File: src/rtl/btn_conditioner_pkg.sv
// Shared definitions for the push-button front-end: channel FSM encoding
// and the debounce window lengths used on hardware and in simulation.
package btn_conditioner_pkg;

    // Per-channel debounce FSM encoding (2 bits).
    typedef enum logic [1:0] {
        S_RELEASED     = 2'd0,
        S_PRESS_WAIT   = 2'd1,
        S_PRESSED      = 2'd2,
        S_RELEASE_WAIT = 2'd3
    } btn_state_t;

    // 10 ms at 100 MHz.
    localparam int unsigned DEFAULT_DEBOUNCE_COUNT = 1000000;

    // Short window so simulations finish in a few hundred cycles.
    localparam int unsigned SIM_DEBOUNCE_COUNT = 8;

    // True when the debounced level is high for the given state.
    function automatic logic state_is_high(input btn_state_t st);
        return (st == S_PRESSED) || (st == S_RELEASE_WAIT);
    endfunction

endpackage

File: src/rtl/btn_debounce_ch.sv
// One push-button channel: 2-FF synchroniser, debounce counter and
// press/release FSM. The press/release pulses and the level are registered.
//
// state          | meaning
// ---------------+-----------------------------------------------------------
// S_RELEASED     | level 0, counter idle; a synced 1 starts a press window
// S_PRESS_WAIT   | counting consecutive synced 1s; any 0 aborts the window
// S_PRESSED      | level 1, counter idle; a synced 0 starts a release window
// S_RELEASE_WAIT | counting consecutive synced 0s; any 1 aborts the window
//
// Legal DEBOUNCE_COUNT range is 2 .. 2**NB_COUNTER-1. The counter is only
// ever compared for equality with DEBOUNCE_COUNT-1, so it cannot wrap.
module btn_debounce_ch
    import btn_conditioner_pkg::*;
#(
    parameter int unsigned NB_COUNTER     = 32,
    parameter int unsigned DEBOUNCE_COUNT = DEFAULT_DEBOUNCE_COUNT
) (
    input  logic clock,
    input  logic i_reset,
    input  logic i_btn_raw,
    output logic o_btn_press,
    output logic o_btn_release,
    output logic o_btn_level
);

    localparam logic [NB_COUNTER-1:0] CNT_LAST = NB_COUNTER'(DEBOUNCE_COUNT - 1);
    localparam logic [NB_COUNTER-1:0] CNT_ONE  = NB_COUNTER'(1);
    localparam logic [NB_COUNTER-1:0] CNT_ZERO = '0;

    logic                  r_sync_meta;
    logic                  r_sync;

    btn_state_t            r_state;
    btn_state_t            w_state_nxt;
    logic [NB_COUNTER-1:0] r_cnt;
    logic [NB_COUNTER-1:0] w_cnt_nxt;
    logic                  r_level;
    logic                  w_level_nxt;
    logic                  r_press;
    logic                  w_press_nxt;
    logic                  r_release;
    logic                  w_release_nxt;

    logic                  w_cnt_done;

    assign w_cnt_done = (r_cnt == CNT_LAST);

    // Two-flop synchroniser for the asynchronous button pin.
    always_ff @(posedge clock) begin
        if (!i_reset) begin
            r_sync_meta <= 1'b0;
            r_sync      <= 1'b0;
        end else begin
            r_sync_meta <= i_btn_raw;
            r_sync      <= r_sync_meta;
        end
    end

    // FSM state, debounce counter, level and pulse registers.
    always_ff @(posedge clock) begin
        if (!i_reset) begin
            r_state   <= S_RELEASED;
            r_cnt     <= CNT_ZERO;
            r_level   <= 1'b0;
            r_press   <= 1'b0;
            r_release <= 1'b0;
        end else begin
            r_state   <= w_state_nxt;
            r_cnt     <= w_cnt_nxt;
            r_level   <= w_level_nxt;
            r_press   <= w_press_nxt;
            r_release <= w_release_nxt;
        end
    end

    // Next-state logic: count consecutive cycles of the new level on the
    // synced input, abort back to the stable state on any bounce.
    always_comb begin
        w_state_nxt   = r_state;
        w_cnt_nxt     = r_cnt;
        w_level_nxt   = state_is_high(r_state);
        w_press_nxt   = 1'b0;
        w_release_nxt = 1'b0;

        case (r_state)
            S_RELEASED: begin
                w_cnt_nxt = CNT_ZERO;
                if (r_sync) begin
                    w_state_nxt = S_PRESS_WAIT;
                    w_cnt_nxt   = CNT_ONE;
                end
            end

            S_PRESS_WAIT: begin
                if (!r_sync) begin
                    w_state_nxt = S_RELEASED;
                    w_cnt_nxt   = CNT_ZERO;
                end else if (w_cnt_done) begin
                    w_state_nxt = S_PRESSED;
                    w_cnt_nxt   = CNT_ZERO;
                    w_level_nxt = 1'b1;
                    w_press_nxt = 1'b1;
                end else begin
                    w_cnt_nxt = r_cnt + CNT_ONE;
                end
            end

            S_PRESSED: begin
                w_cnt_nxt = CNT_ZERO;
                if (!r_sync) begin
                    w_state_nxt = S_RELEASE_WAIT;
                    w_cnt_nxt   = CNT_ONE;
                end
            end

            S_RELEASE_WAIT: begin
                if (r_sync) begin
                    w_state_nxt = S_PRESSED;
                    w_cnt_nxt   = CNT_ZERO;
                end else if (w_cnt_done) begin
                    w_state_nxt   = S_RELEASED;
                    w_cnt_nxt     = CNT_ZERO;
                    w_level_nxt   = 1'b0;
                    w_release_nxt = 1'b1;
                end else begin
                    w_cnt_nxt = r_cnt + CNT_ONE;
                end
            end

            default: begin
                w_state_nxt = S_RELEASED;
                w_cnt_nxt   = CNT_ZERO;
                w_level_nxt = 1'b0;
            end
        endcase
    end

    assign o_btn_press   = r_press;
    assign o_btn_release = r_release;
    assign o_btn_level   = r_level;

endmodule

File: src/rtl/btn_conditioner.sv
// Push-button front-end: one independent debounce channel per button pin,
// producing a one-cycle press pulse, a one-cycle release pulse and a clean
// level for each button.
module btn_conditioner
    import btn_conditioner_pkg::*;
#(
    parameter int unsigned NB_BTN         = 4,
    parameter int unsigned NB_COUNTER     = 32,
    parameter int unsigned DEBOUNCE_COUNT = DEFAULT_DEBOUNCE_COUNT
) (
    input  logic              clock,
    input  logic              i_reset,
    input  logic [NB_BTN-1:0] i_btn_raw,
    output logic [NB_BTN-1:0] o_btn_press,
    output logic [NB_BTN-1:0] o_btn_release,
    output logic [NB_BTN-1:0] o_btn_level
);

    logic [NB_BTN-1:0] w_press;
    logic [NB_BTN-1:0] w_release;
    logic [NB_BTN-1:0] w_level;

    for (genvar g = 0; g < NB_BTN; g++) begin : g_ch
        btn_debounce_ch #(
            .NB_COUNTER     (NB_COUNTER),
            .DEBOUNCE_COUNT (DEBOUNCE_COUNT)
        ) u_ch (
            .clock         (clock),
            .i_reset       (i_reset),
            .i_btn_raw     (i_btn_raw[g]),
            .o_btn_press   (w_press[g]),
            .o_btn_release (w_release[g]),
            .o_btn_level   (w_level[g])
        );
    end

    assign o_btn_press   = w_press;
    assign o_btn_release = w_release;
    assign o_btn_level   = w_level;

endmodule

File: config.mk
export PLATFORM = sky130hd
export DESIGN_NAME = btn_conditioner
export DESIGN_NICKNAME = d
export VERILOG_FILES = /design/src/rtl/btn_conditioner_pkg.sv /design/src/rtl/btn_debounce_ch.sv /design/src/rtl/btn_conditioner.sv
export SDC_FILE = /design/constraint.sdc
export NUM_CORES = 1
export LEC_CHECK = 0
export ABC_AREA = 1
export CORE_MARGIN = 4
export CORE_UTILIZATION = 62
export CTS_CLUSTER_DIAMETER = 50
export CTS_CLUSTER_SIZE = 25
export DETAILED_ROUTE_END_ITERATION = 12
export HOLD_SLACK_MARGIN = 0.03
export PLACE_DENSITY_LB_ADDON = 0.12
export SLEW_MARGIN = 40
export SYNTH_ARGS = -nofsm -noshare
export SYNTH_HDL_FRONTEND = slang
export SYNTH_SLANG_ARGS = --single-unit
File: constraint.sdc
create_clock -name clock -period 1.8 [get_ports clock]
set_input_delay 0.36 -clock clock [delete_from_list [all_inputs] [get_ports clock]]
set_output_delay 0.36 -clock clock [all_outputs]
set_load 0.02 [all_outputs]
Yosys cells after proc, flatten, opt, wreduce, memory -nomap -nowiden. Cells that the tools add are included.

Bits in registers: 156. Input bits: 6. Output and inout port bits: 12. Word-level logic and storage cells: 165.

Add/sub/neg operators: 4. Equality and inequality tests: 32. Mux-type cells: 76. Bitwise logic cells: 5. Reductions and logical operators: 20.

Operator list (count): one-hot mux 32 bit (4 select lines) (4); 2-to-1 mux 32 bit (12); adder 32 x 1 -> 32 bit, second input constant (4); equality test 32 x 20 -> 1 bit, second input constant (4); 2-to-1 mux 2 bit (24); one-hot mux 2 bit (4 select lines) (4); 2-to-1 mux 1 bit (28); equality test 2 bit, second input constant (8); AND reduction 4 bit (4); != test 3 x 1 -> 1 bit, second input constant (4); != test 3 bit, second input constant (4); AND reduction 3 bit (4); OR reduction 3 bit (4); equality test 2 x 1 -> 1 bit, second input constant (4); logical NOT 2 bit (4); != test 2 x 1 -> 1 bit, second input constant (4); != test 2 bit, second input constant (4); one-hot mux 1 bit (2 select lines) (4); inverter 1 bit (5); logical OR 1 bit (4).

Longest topological paths before layout. Gate-level depths: netlist of run 1.

Depth after elaboration: 5. Depth in mapped cells: 12. Depth with buffers taken out: 11.

Modules after synthesis. A second synthesis of run 1 with hierarchy kept.

Cell total of the unflattened synthesis: 1420. Area total of the unflattened synthesis: 8777.2 um^2.

Modules (own cells, without submodules): btn_debounce_ch (g_ch[0].u_ch ...) (times used 3, cells an instance 356, area an instance 2174.6 um^2, seq. area each 780.7 um^2); btn_debounce_ch (g_ch[3].u_ch) (times used 1, cells an instance 352, area an instance 2253.4 um^2, seq. area each 780.7 um^2).

Worst setup path after synthesis of run 1. Ideal clock, no wire load.

Path type: flip-flop to flip-flop. Start point: register g_ch[2].u_ch.r_cnt[0]. End point: register g_ch[2].u_ch.r_cnt[11]. Arrival: 1.463 ns. Data required time: 1.685 ns. Slack: 0.222 ns. Cell stages (with the launch flop): 10. Path buffers: 1. Clock period less this slack: 1.578 ns. Path through: dfxtp_1 ha_1 nand2_1 nor2_1 nand2_1 nor2_1 nand2_1 nand3_1 buf_4 nor2_1.

Word-level cells in the longest chain between the ends: 4.

Ends and longest elaborated chain: start, declared (RTL line btn_debounce_ch.sv:36) `logic [NB_COUNTER-1:0] r_cnt;`; start signal, assigned (RTL line btn_debounce_ch.sv:70) `r_cnt <= w_cnt_nxt;`; adder 32 x 1 -> 32 bit / equality test 32 x 20 -> 1 bit (equally long branches) (RTL line btn_debounce_ch.sv:105, btn_debounce_ch.sv:127, btn_debounce_ch.sv:47); 2-to-1 mux 32 bit * (RTL line btn_debounce_ch.sv:99, btn_debounce_ch.sv:121); 2-to-1 mux 32 bit (on tied branches) (RTL line btn_debounce_ch.sv:118, btn_debounce_ch.sv:96); one-hot mux 32 bit (4 select lines) * (RTL line btn_debounce_ch.sv:86) `case (r_state)`.

Mark *: on every way between the ends. The rest lies on a longest branch, timed or not. A chain may end at the register's enable or synchronous reset.

Worst setup path after layout of run 1.
Start point: register g_ch[1].u_ch.r_release. End point: output port o_btn_release[1].

RTL lines: start, declared (RTL line btn_debounce_ch.sv:42) `logic r_release;`; start signal, assigned (RTL line btn_debounce_ch.sv:73) `r_release <= w_release_nxt;`; end, declared (RTL line btn_conditioner.sv:15) `output logic [NB_BTN-1:0] o_btn_release,`.

No word-level cell between the ends.

==> impl_metrics.ini, run 1 <==
[outcome]
status = finished, final reports clean

[global_routing]
grt_usage_pct = 25.86
grt_pass1_vias = 6883
grt_pass1_wl_um = 30840
grt_max_degree = 31
antenna_found_initial = 0
overflow = 0

[detailed_routing]
routed_wl_um = 18830
drtIter0Drc = 694
first_pass_iters = 6
post_drt_wl_per_cell_um = 12.91
remaining_drc_errors = 0
drtAntennaViolNets = 0
num_vias = 7582
viasPerCell = 5.197

[finish]
syn_to_final_growth_pct = 14.31
fillers = 1054
fin_nets = 1285
drive_gt1_share_pct = 7.226
antennaDiodeCount = 0
finish.instance_area_mm2 = 0.009203

[die]
start_util_pct = 63.53
die-area_mm2 = 0.01487
core_area_mm2 = 0.01267
io_pins = 18
dieWidth_um = 122.0
rows = 41
die_h_um = 122.0

[timing]
finalClockSkew_ps = 8.622
timing.slew.headroom_pct = 65.74
tns_ps = 0
worst_pin_slew_ps = 510.0
max_freq_mhz = 570.4
fin_ws_ps = 46.92
whs_ps = 416.4
drv_slew = 0
setup_viol = 0
rsz0062_at_grt = yes
period_minus_slack_ps = 1753
hold_viol_final = 0
period_share_pct = 97.39

[pwr]
switchingPower_mw = 1.463
p_seq_share_pct = 48.3
p_int_mw = 5.738
power_mw = 7.201
ir_drop_uv = 721.0
clkPwrFrac_pct = 50.8
leakage_nw = 3.161
p_per_area_mw_per_mm2 = 782.5
p_comb_share_pct = 0.9
swShare_pct = 20.32

[clocking]
clk_pin_slew_ps = 60
clk-insertion-delay-late_ps = 430
cts_root_buf = clkbuf_16
h-tree-depth = 4
cts_buffers = 17
cts_buffer_depth = 2
ctsHoldBuffers = 0
cts.sinks = 156
cts_tree = built

[placement]
io_buffers = 17
gp_congestion = 0.9454
placed_cell_area_mm2 = 0.008519
pre_cts_slack_ps = -5.673
hpwl_um = 13840

[worst_setup_path]
cp_max_fo = 1
slowest_delay_ps = 610
crit_type = reg2out
crit_buf_inv = 1
cp_slowest_cell = clkdlybuf4s50_1
path_cells = clkdlybuf4s50_1
setup.worst_path.end_class = output pin
startpoint_type = register
path_delay_family = buffers and inverters
critPathArrivalTime_ps = 1390
worstPathRequired_ps = 1440

[yosys]
ys.flop_type = dfxtp_1
syn_inst = 1228
synth.avg_cell_area_um2 = 6.556
yosys_register_bits = 156
synth_edf_count = 0
yosysWarnings = 0
async_flop_share_pct = 0
seq_area_frac_synth_pct = 38.79
syn_area_mm2 = 0.008050
ys_types = 36
syn_nets = 1238

[flow_run]
drv_cap = 0

[min_path]
hold_path_class = reg2reg
-- layout make-up --
| class | count | area [um^2] | share of cell area [%] |
|---|---|---|---|
| tap | 172 | 215.2 | 2.339 |
| clock buffer | 21 | 460.4 | 5.003 |
| clock inverter | 10 | 138.9 | 1.509 |
| sequential | 156 | 3123 | 33.94 |
| inverter | 134 | 503.0 | 5.466 |
| multi-input combinational | 914 | 4283 | 46.54 |
| timing repair buffer | 52 | 479.2 | 5.207 |
-- synthesized netlist by cell type (10+ instances only) --
cell type  instances  area, um^2
dfxtp_1          156        3123
a21oi_1           19       95.09
inv_1            132       495.5
buf_4             20       150.1
nor3_1            60       300.3
xor2_1            56       490.5
xnor2_1           23       201.4
nand2_1          308        1156
nor2_1           318        1194
o21ai_0           10       50.05
nand4_1           24       150.1
nand3_1           55       275.3
-- registers in the layout, summed over array words and instances (netlist names), named ones only --
register,cells
g_ch.u_ch.r_sync,4
g_ch.u_ch.r_cnt,128
g_ch.u_ch.o_btn_press,4
g_ch.u_ch.r_state,4
g_ch.u_ch.o_btn_release,4
g_ch.u_ch.r_sync_meta,4
g_ch.u_ch.o_btn_level,4
-- kinds of logic after synthesis --
family	Yosys count	share of synthesized area (%)
xor gates and xnor gates	79	8.595
and+or+nand+nor	792	40.63
adders and majority gates	4	0.6217
AOI/OAI and AO/OA	39	2.767
DFF	156	38.79
buffers and inverters	158	8.595
-- metrics by stage --
stage | utilization [%] | instances
global route | 72.63 | 1459
global placement | 67.24 | 1426
finish | 72.63 | 1459
floorplan | - | 1228
detailed placement | 67.24 | 1426
CTS | 71.97 | 1457
-- layout by cell type (no fill, tap or decap), types with 5 or more instances in the layout --
| cell | instances |
|---|---|
| xor2_1 | 56 |
| nor2_1 | 314 |
| clkbuf_16 | 18 |
| nand2_1 | 306 |
| nor2_2 | 12 |
| o21ai_0 | 10 |
| nand3_1 | 55 |
| buf_4 | 31 |
| dfxtp_1 | 156 |
| nand2_2 | 5 |
| xnor2_1 | 23 |
| a21oi_1 | 19 |
| nand4_1 | 24 |
| clkdlybuf4s50_1 | 17 |
| nor3_1 | 60 |
| inv_1 | 132 |
-- worst register-to-register path, stage by stage, from the launching register on --
cell,delay [ps]
dfxtp_1,370
nand2_1,100
nor3_1,350
nand2_1,120
nor2_2,170
nand2_1,110
nand3_1,140
buf_12,180
nor2_1,90
-- routing by layer --
layer | track usage [%] | routed length (um) | part of all wire, % | up-vias
li1 | - | - | - | 3907
met1 | 35.08 | 8616 | 46 | 3369
met2 | 41.16 | 8626 | 46 | 262
met3 | 4.503 | 1190 | 6.3 | 44
met4 | 10.22 | 398 | 2.1 | 0
met5 | 0 | 0 | 0 | -
-- power by group through the flow --
stage               sequential (mW)  clock, mW  combinational [mW]
floorplan                      3.55          0              0.0352
finish                         3.48       3.66              0.0643
global placement               3.55          0              0.0614
detailed placement             3.55          0              0.0624
global route                   3.48       3.85              0.0736
CTS                            3.48       3.69              0.0630
-- worst paths after layout --
path / from / depth (start not counted) / slack (ps) / to
min reg2reg: g_ch[1].u_ch.r_sync_meta$_SDFF_PN0_ / 2 / 420 / g_ch[1].u_ch.r_sync$_SDFF_PN0_
max reg2reg: g_ch[2].u_ch.r_cnt[17]$_SDFF_PN0_ / 8 / 70 / g_ch[2].u_ch.r_cnt[11]$_SDFF_PN0_
max: g_ch[1].u_ch.o_btn_release$_SDFF_PP0_ / 1 / 50 / o_btn_release[1]
min: g_ch[1].u_ch.r_sync_meta$_SDFF_PN0_ / 2 / 420 / g_ch[1].u_ch.r_sync$_SDFF_PN0_
-- timing repair --
action,in CTS,in global routing
setup buffers,0,1
setup endpoints to repair,0,72
resized for setup,0,12
Power figures use the tool's default switching activity.
==> run 2, diff against run 1 <==
--- a/config.mk
+++ b/config.mk
@@ -6,6 +6,7 @@
 export NUM_CORES = 1
 export LEC_CHECK = 0
 export ABC_AREA = 1
+export CORE_ASPECT_RATIO = 0.75
 export CORE_MARGIN = 4
 export CORE_UTILIZATION = 62
 export CTS_CLUSTER_DIAMETER = 50
==> run 2 against run 1 <==
Against the previous run: final cell count hardly changed; fmax is 0.20% higher; global-route usage is 1.3 points higher; worst setup slack better by 3.5 ps; critical path type is now reg2reg; critical path depth is 9 higher.
==> impl_metrics.ini, run 2 (synthesis results as in run 1) <==
[die]
dieWidth_um = 139.6
core_area_mm2 = 0.01248
start_util_pct = 64.50
die-area_mm2 = 0.01489
io_pins = 18
rows = 35
die_h_um = 106.7

[placement]
gp_congestion = 0.9498
hpwl_um = 14490
io_buffers = 17
placed_cell_area_mm2 = 0.008602

[worst_setup_path]
path_delay_family = simple AND/OR/NAND/NOR gates
reg2reg_to = g_ch[0].u_ch.r_cnt[24]$_SDFF_PN0_
cp_slowest_cell = dfxtp_1
cp_max_fo = 5
crit_buf_inv = 0
slowest_delay_ps = 350
path_cells = ha_1 -> nand2_1 -> nor2_2 -> nand3_2 -> nor2_1 -> nand2_1 -> nor2_1 -> nand2_1 -> nor2_1 -> nor2_1
path_common_cell = nor2_1
setup.worst_path.end_class = register
critPathArrivalTime_ps = 2070
worstReg2RegStart = g_ch[0].u_ch.r_cnt[1]$_SDFF_PN0_
rrSetupSlack_ps = 50
startpoint_type = register
crit_type = reg2reg
worstPathRequired_ps = 2120
reg2reg_depth = 10

[global_routing]
grt_pass1_vias = 7267
grt_max_degree = 24
antenna_found_initial = 0
overflow = 0
grt_usage_pct = 27.17
grt_pass1_wl_um = 33420

[detailed_routing]
top_layer = met4
post_drt_wl_per_cell_um = 13.50
met3WireLength_um = 1452
first_pass_iters = 6
drtIter0Drc = 742
met1Wirelength_um = 9332
drtAntennaViolNets = 0
num_vias = 7645
viasPerCell = 5.243
remaining_drc_errors = 0
route.met2.wl_um = 8583
routed_wl_um = 19690

[timing]
drv_slew = 0
rsz0062_at_grt = yes
worst_pin_slew_ps = 476.4
setup_viol = 0
tns_ps = 0
finalClockSkew_ps = 10.23
timing.slew.headroom_pct = 68.00
period_share_pct = 97.20
max_freq_mhz = 571.6
hold_viol_final = 0
period_minus_slack_ps = 1750

[pwr]
ir_drop_uv = 746.7
p_int_mw = 5.881
p_per_area_mw_per_mm2 = 794.2
switchingPower_mw = 1.496
swShare_pct = 20.28
p_seq_share_pct = 47.1
power_mw = 7.377
leakage_nw = 3.210
clkPwrFrac_pct = 52.0
p_comb_share_pct = 0.9

[clocking]
h-tree-depth = 4
cts_tree = built
clk_pin_slew_ps = 60
cts.sinks = 156
cts_buffers = 17
postCtsSetupRepairBufs = 0
clk-insertion-delay-late_ps = 430
cts_buffer_depth = 2
cts_root_buf = clkbuf_16

[min_path]
hold_path_class = reg2reg
hold_start = g_ch[0].u_ch.r_sync_meta$_SDFF_PN0_
whs_endpoint = g_ch[0].u_ch.r_sync$_SDFF_PN0_
hold_depth = 2

[finish]
top_register = g_ch.u_ch.r_cnt
drive_gt1_share_pct = 7.972
mostFrequentLayoutCells = 311 x nor2_1, 308 x nand2_1, 154 x dfxtp_1
final_common_cell = nor2_1
antennaDiodeCount = 0
fin_nets = 1290
largest_reg_flops = 128
finish.instance_area_mm2 = 0.009289
syn_to_final_growth_pct = 15.39
final_core_utilization_pct = 74.43

[flow_run]
drv_cap = 0

[outcome]
status = finished, final reports clean
## run 2: worst reg2reg max path: stages, from the launching register on
cell	delay, ps
dfxtp_1	350
ha_1	180
nand2_1	80
nor2_2	200
nand3_2	190
nor2_1	180
nand2_1	70
nor2_1	130
nand2_1	80
nor2_1	120
nor2_1	60
## run 2: through the flow
stage	setup WS, ps	hold slack, ps	std cells
floorplan	221.9	390.5	1228
global placement	76.07	392.0	1427
detailed placement	42.18	395.4	1427
CTS	49.38	408.5	1458
global route	-32.15	440.8	1458
finish	50.46	407.5	1458
## run 2: per-layer routing
layer	global-route usage, %	vias to the layer above
met3	5.885	36
met1	37.25	3424
met5	0	-
met4	7.746	0
li1	-	3895
met2	43.52	290
## run 2: cell type report
type                       count  area (um^2)
clock buffer                  21        460.4
clock inverter                10        165.2
fill                        1042         3192
inverter                     134        503.0
multi-input combinational    914         4290
sequential                   156         3126
tap                          166        207.7
timing repair buffer          57        536.8
## run 2: worst max-delay path by stage
stage	slack [ps]	cells past startpoint	from	to
finish	50	10	g_ch[0].u_ch.r_cnt[1]$_SDFF_PN0_	g_ch[0].u_ch.r_cnt[24]$_SDFF_PN0_
floorplan	220	9	g_ch[2].u_ch.r_cnt[0]$_SDFF_PN0_	g_ch[2].u_ch.r_cnt[11]$_SDFF_PN0_
CTS	50	1	g_ch[0].u_ch.o_btn_level$_SDFF_PN0_	o_btn_level[0]
detailed placement	40	6	i_reset	g_ch[2].u_ch.r_cnt[6]$_SDFF_PN0_
global placement	80	6	i_reset	g_ch[2].u_ch.r_cnt[30]$_SDFF_PN0_
global route	-30	10	g_ch[0].u_ch.r_cnt[1]$_SDFF_PN0_	g_ch[0].u_ch.r_cnt[24]$_SDFF_PN0_
## run 2: timing repair
item | in CTS | in global routing
setup endpoints to repair | 0 | 109
gates resized for setup | 0 | 17
hold buffers | 0 | 0
## run 2: power by group through the flow
stage	registers [mW]	clock network, mW	logic (mW)
2_1_floorplan	3.55	0	0.0352
3_3_place_gp	3.55	0	0.0640
3_5_place_dp	3.55	0	0.0648
4_1_cts	3.48	3.87	0.0663
5_1_grt	3.48	4.02	0.0758
6_report	3.48	3.83	0.0669
==> edit (settings of run 1) <==
Re-encode `btn_state_t` (4 states) as Gray code, 2 bits wide.
--- a/src/rtl/btn_conditioner_pkg.sv
+++ b/src/rtl/btn_conditioner_pkg.sv
@@ -4,10 +4,10 @@
 
     // Per-channel debounce FSM encoding (2 bits).
     typedef enum logic [1:0] {
-        S_RELEASED     = 2'd0,
-        S_PRESS_WAIT   = 2'd1,
-        S_PRESSED      = 2'd2,
-        S_RELEASE_WAIT = 2'd3
+        S_RELEASED     = 2'b00,
+        S_PRESS_WAIT   = 2'b01,
+        S_PRESSED      = 2'b11,
+        S_RELEASE_WAIT = 2'b10
     } btn_state_t;
 
     // 10 ms at 100 MHz.
Function: no difference found for any inputs over 10 cycles, from zero or initial values and one cycle with i_reset low; not proved beyond that.
==> edit against run 1 <==
Worst setup slack better by 0.0024 ns; fmax is 0.14% higher; global-route usage is 2.1 points lower; die area is 6.0% higher; sequential cell count stayed put; final area is 3.1% higher; wire length is 1.3% lower; synthesized area is 6.5% higher; count of clock-buffer cells in the layout is 4 lower.
Power is not compared: it rests on default switching activity, and its combinational part moved more than twofold at a synthesized area within 25%.
==> edit: results (changes against run 1) <==
| Metric | Value |
|---|---|
| Reg2reg setup slack | `0.12 ns (+0.05 ns)` |
| CP Max Fanout | `1 (unchanged)` |
| Main flop type after synthesis | `dfxtp_1` |
| Met2 global-route usage | `36.2% (-4.9 points)` |
| Vias per cell | `5.21 (+0.29%)` |
| Seq pwr | `3.61 mW` |
| Library cells used by synthesis | `41 (+14%)` |
| # port buffers | `17 (unchanged)` |
| Largest net degree at the start of global routing | `32 (+3.2%)` |
| First-pass GRT wire length | `31,500 um (+2.0%)` |
| Clk pwr share | `43.5%` |
| Total placed cells including tap cells | `1,419 (-0.49%)` |
| Share of cells above drive strength 1 | `9.24% (+2.0 points)` |
| Met3 usage | `5.42% (+0.91 points)` |
| Worst hold path type | `reg2reg` |
| Final nets | `1,290 (+0.39%)` |
| GR Util met1 | `33.5% (-1.6 points)` |
| Critical Path Sink | `o_btn_press[1]` |
| Worst Reg2Reg Path Length in Cells | `9 (+1)` |
| H-tree depth | `4 (unchanged)` |
| CTS Buf Count | `17 (unchanged)` |
| Hold depth | `2 (unchanged)` |
| Non-filler cells, final | `1,453 (-0.41%)` |
| Leakage | `3.14 nW` |
| Worst Min Path Start | `g_ch[2].u_ch.r_sync_meta` |
| Ys async rst share | `0% (unchanged)` |
| Hold slack | `0.412 ns (-0.00391 ns)` |
| CP delay by family, top | `buffers and inverters` |
| Initial antenna violation count | `0 (unchanged)` |
| Met1 Routed Length | `9010 um (+4.6%)` |
| Sequential cell area fraction in the yosys report | `36.4% (-2.4 points)` |
| Status | `finished clean` |
| WL final | `18,600 um (-1.3%)` |
| Worst IR Drop VDD | `0.834 mV` |
| Clk_skew | `0.00955 ns (+0.000926 ns)` |
| Critical-path top delay cell | `clkdlybuf4s50_1` |
| WHS Endpoint | `g_ch[2].u_ch.r_sync` |
| Fmax | `571 MHz (+0.14%)` |
| Metal2 WL | `8250 um (-4.3%)` |
| RePlAce Congestion | `0.920 (-2.7%)` |
| Clock slew at reported path FFs | `0.06 ns (about the same)` |
| Met3 wire length | `940 um (-21%)` |
| Reg-to-Reg End | `g_ch[2].u_ch.r_cnt[20]` |
| Origin of the critical flop-to-flop path | `g_ch[2].u_ch.r_cnt[1]` |
| Mapped Nets | `1,268 (+2.4%)` |
| Post-DP HPWL | `13,300 um (-3.6%)` |
| Post-Place Cell Area | `0.00889 mm^2 (+4.4%)` |
| Worst Path Arrival | `1.39 ns (about the same)` |
| PnR Total Power | `7.76 mW` |
| Top cells by area, synth | `dfxtp_1, nand2_1, nor2_1` |
| Syn Inst Count | `1,242 (+1.1%)` |
| GRT Overall Usage | `23.8% (-2.1 points)` |
| DR top layer | `met4` |
| Relative slew slack | `62.4% (-3.3 points)` |
| Number of global-route vias before repair | `6,898 (+0.22%)` |
| Initial DRC Count | `727 (+4.8%)` |
| Pre-CTS WS | `0.0694 ns (+0.0751 ns)` |
| Top post-synthesis cells by count | `nand2_1, nor2_1, dfxtp_1, inv_1, nor3_1` |
| Setup_tns | `0 ns (unchanged)` |
| Crit path launch | `g_ch[1].u_ch.o_btn_press` |
==> edit: cell type report <==
type | count | area [um^2]
clock buffers | 17 | 425
clock inverters | 15 | 129
fillers | 1114 | 3910
inverters | 152 | 583
multi-input cells | 905 | 4670
flip-flops and latches | 156 | 3120
well taps | 176 | 220
repair buffers | 31 | 328
repair inverters | 1 | 8.76
==> edit: cell families (layout without fill, tap and decap cells) <==
| logic type | Yosys count | after routing | synth area share [%] |
|---|---|---|---|
| buffers and inverters | 181 | 216 | 9.25 |
| XOR/XNOR | 87 | 87 | 8.89 |
| adder cells (fa/ha/maj) | 20 | 20 | 2.92 |
| AND/OR/NAND/NOR | 743 | 743 | 39.1 |
| AO/OA/AOI/OAI | 55 | 55 | 3.39 |
| flip-flops | 156 | 156 | 36.4 |
==> edit: repair_timing <==
action	in CTS	in global routing
gates resized for setup	0	7
setup endpoints to repair	0	74
hold buffers	0	0
setup buffers	0	1
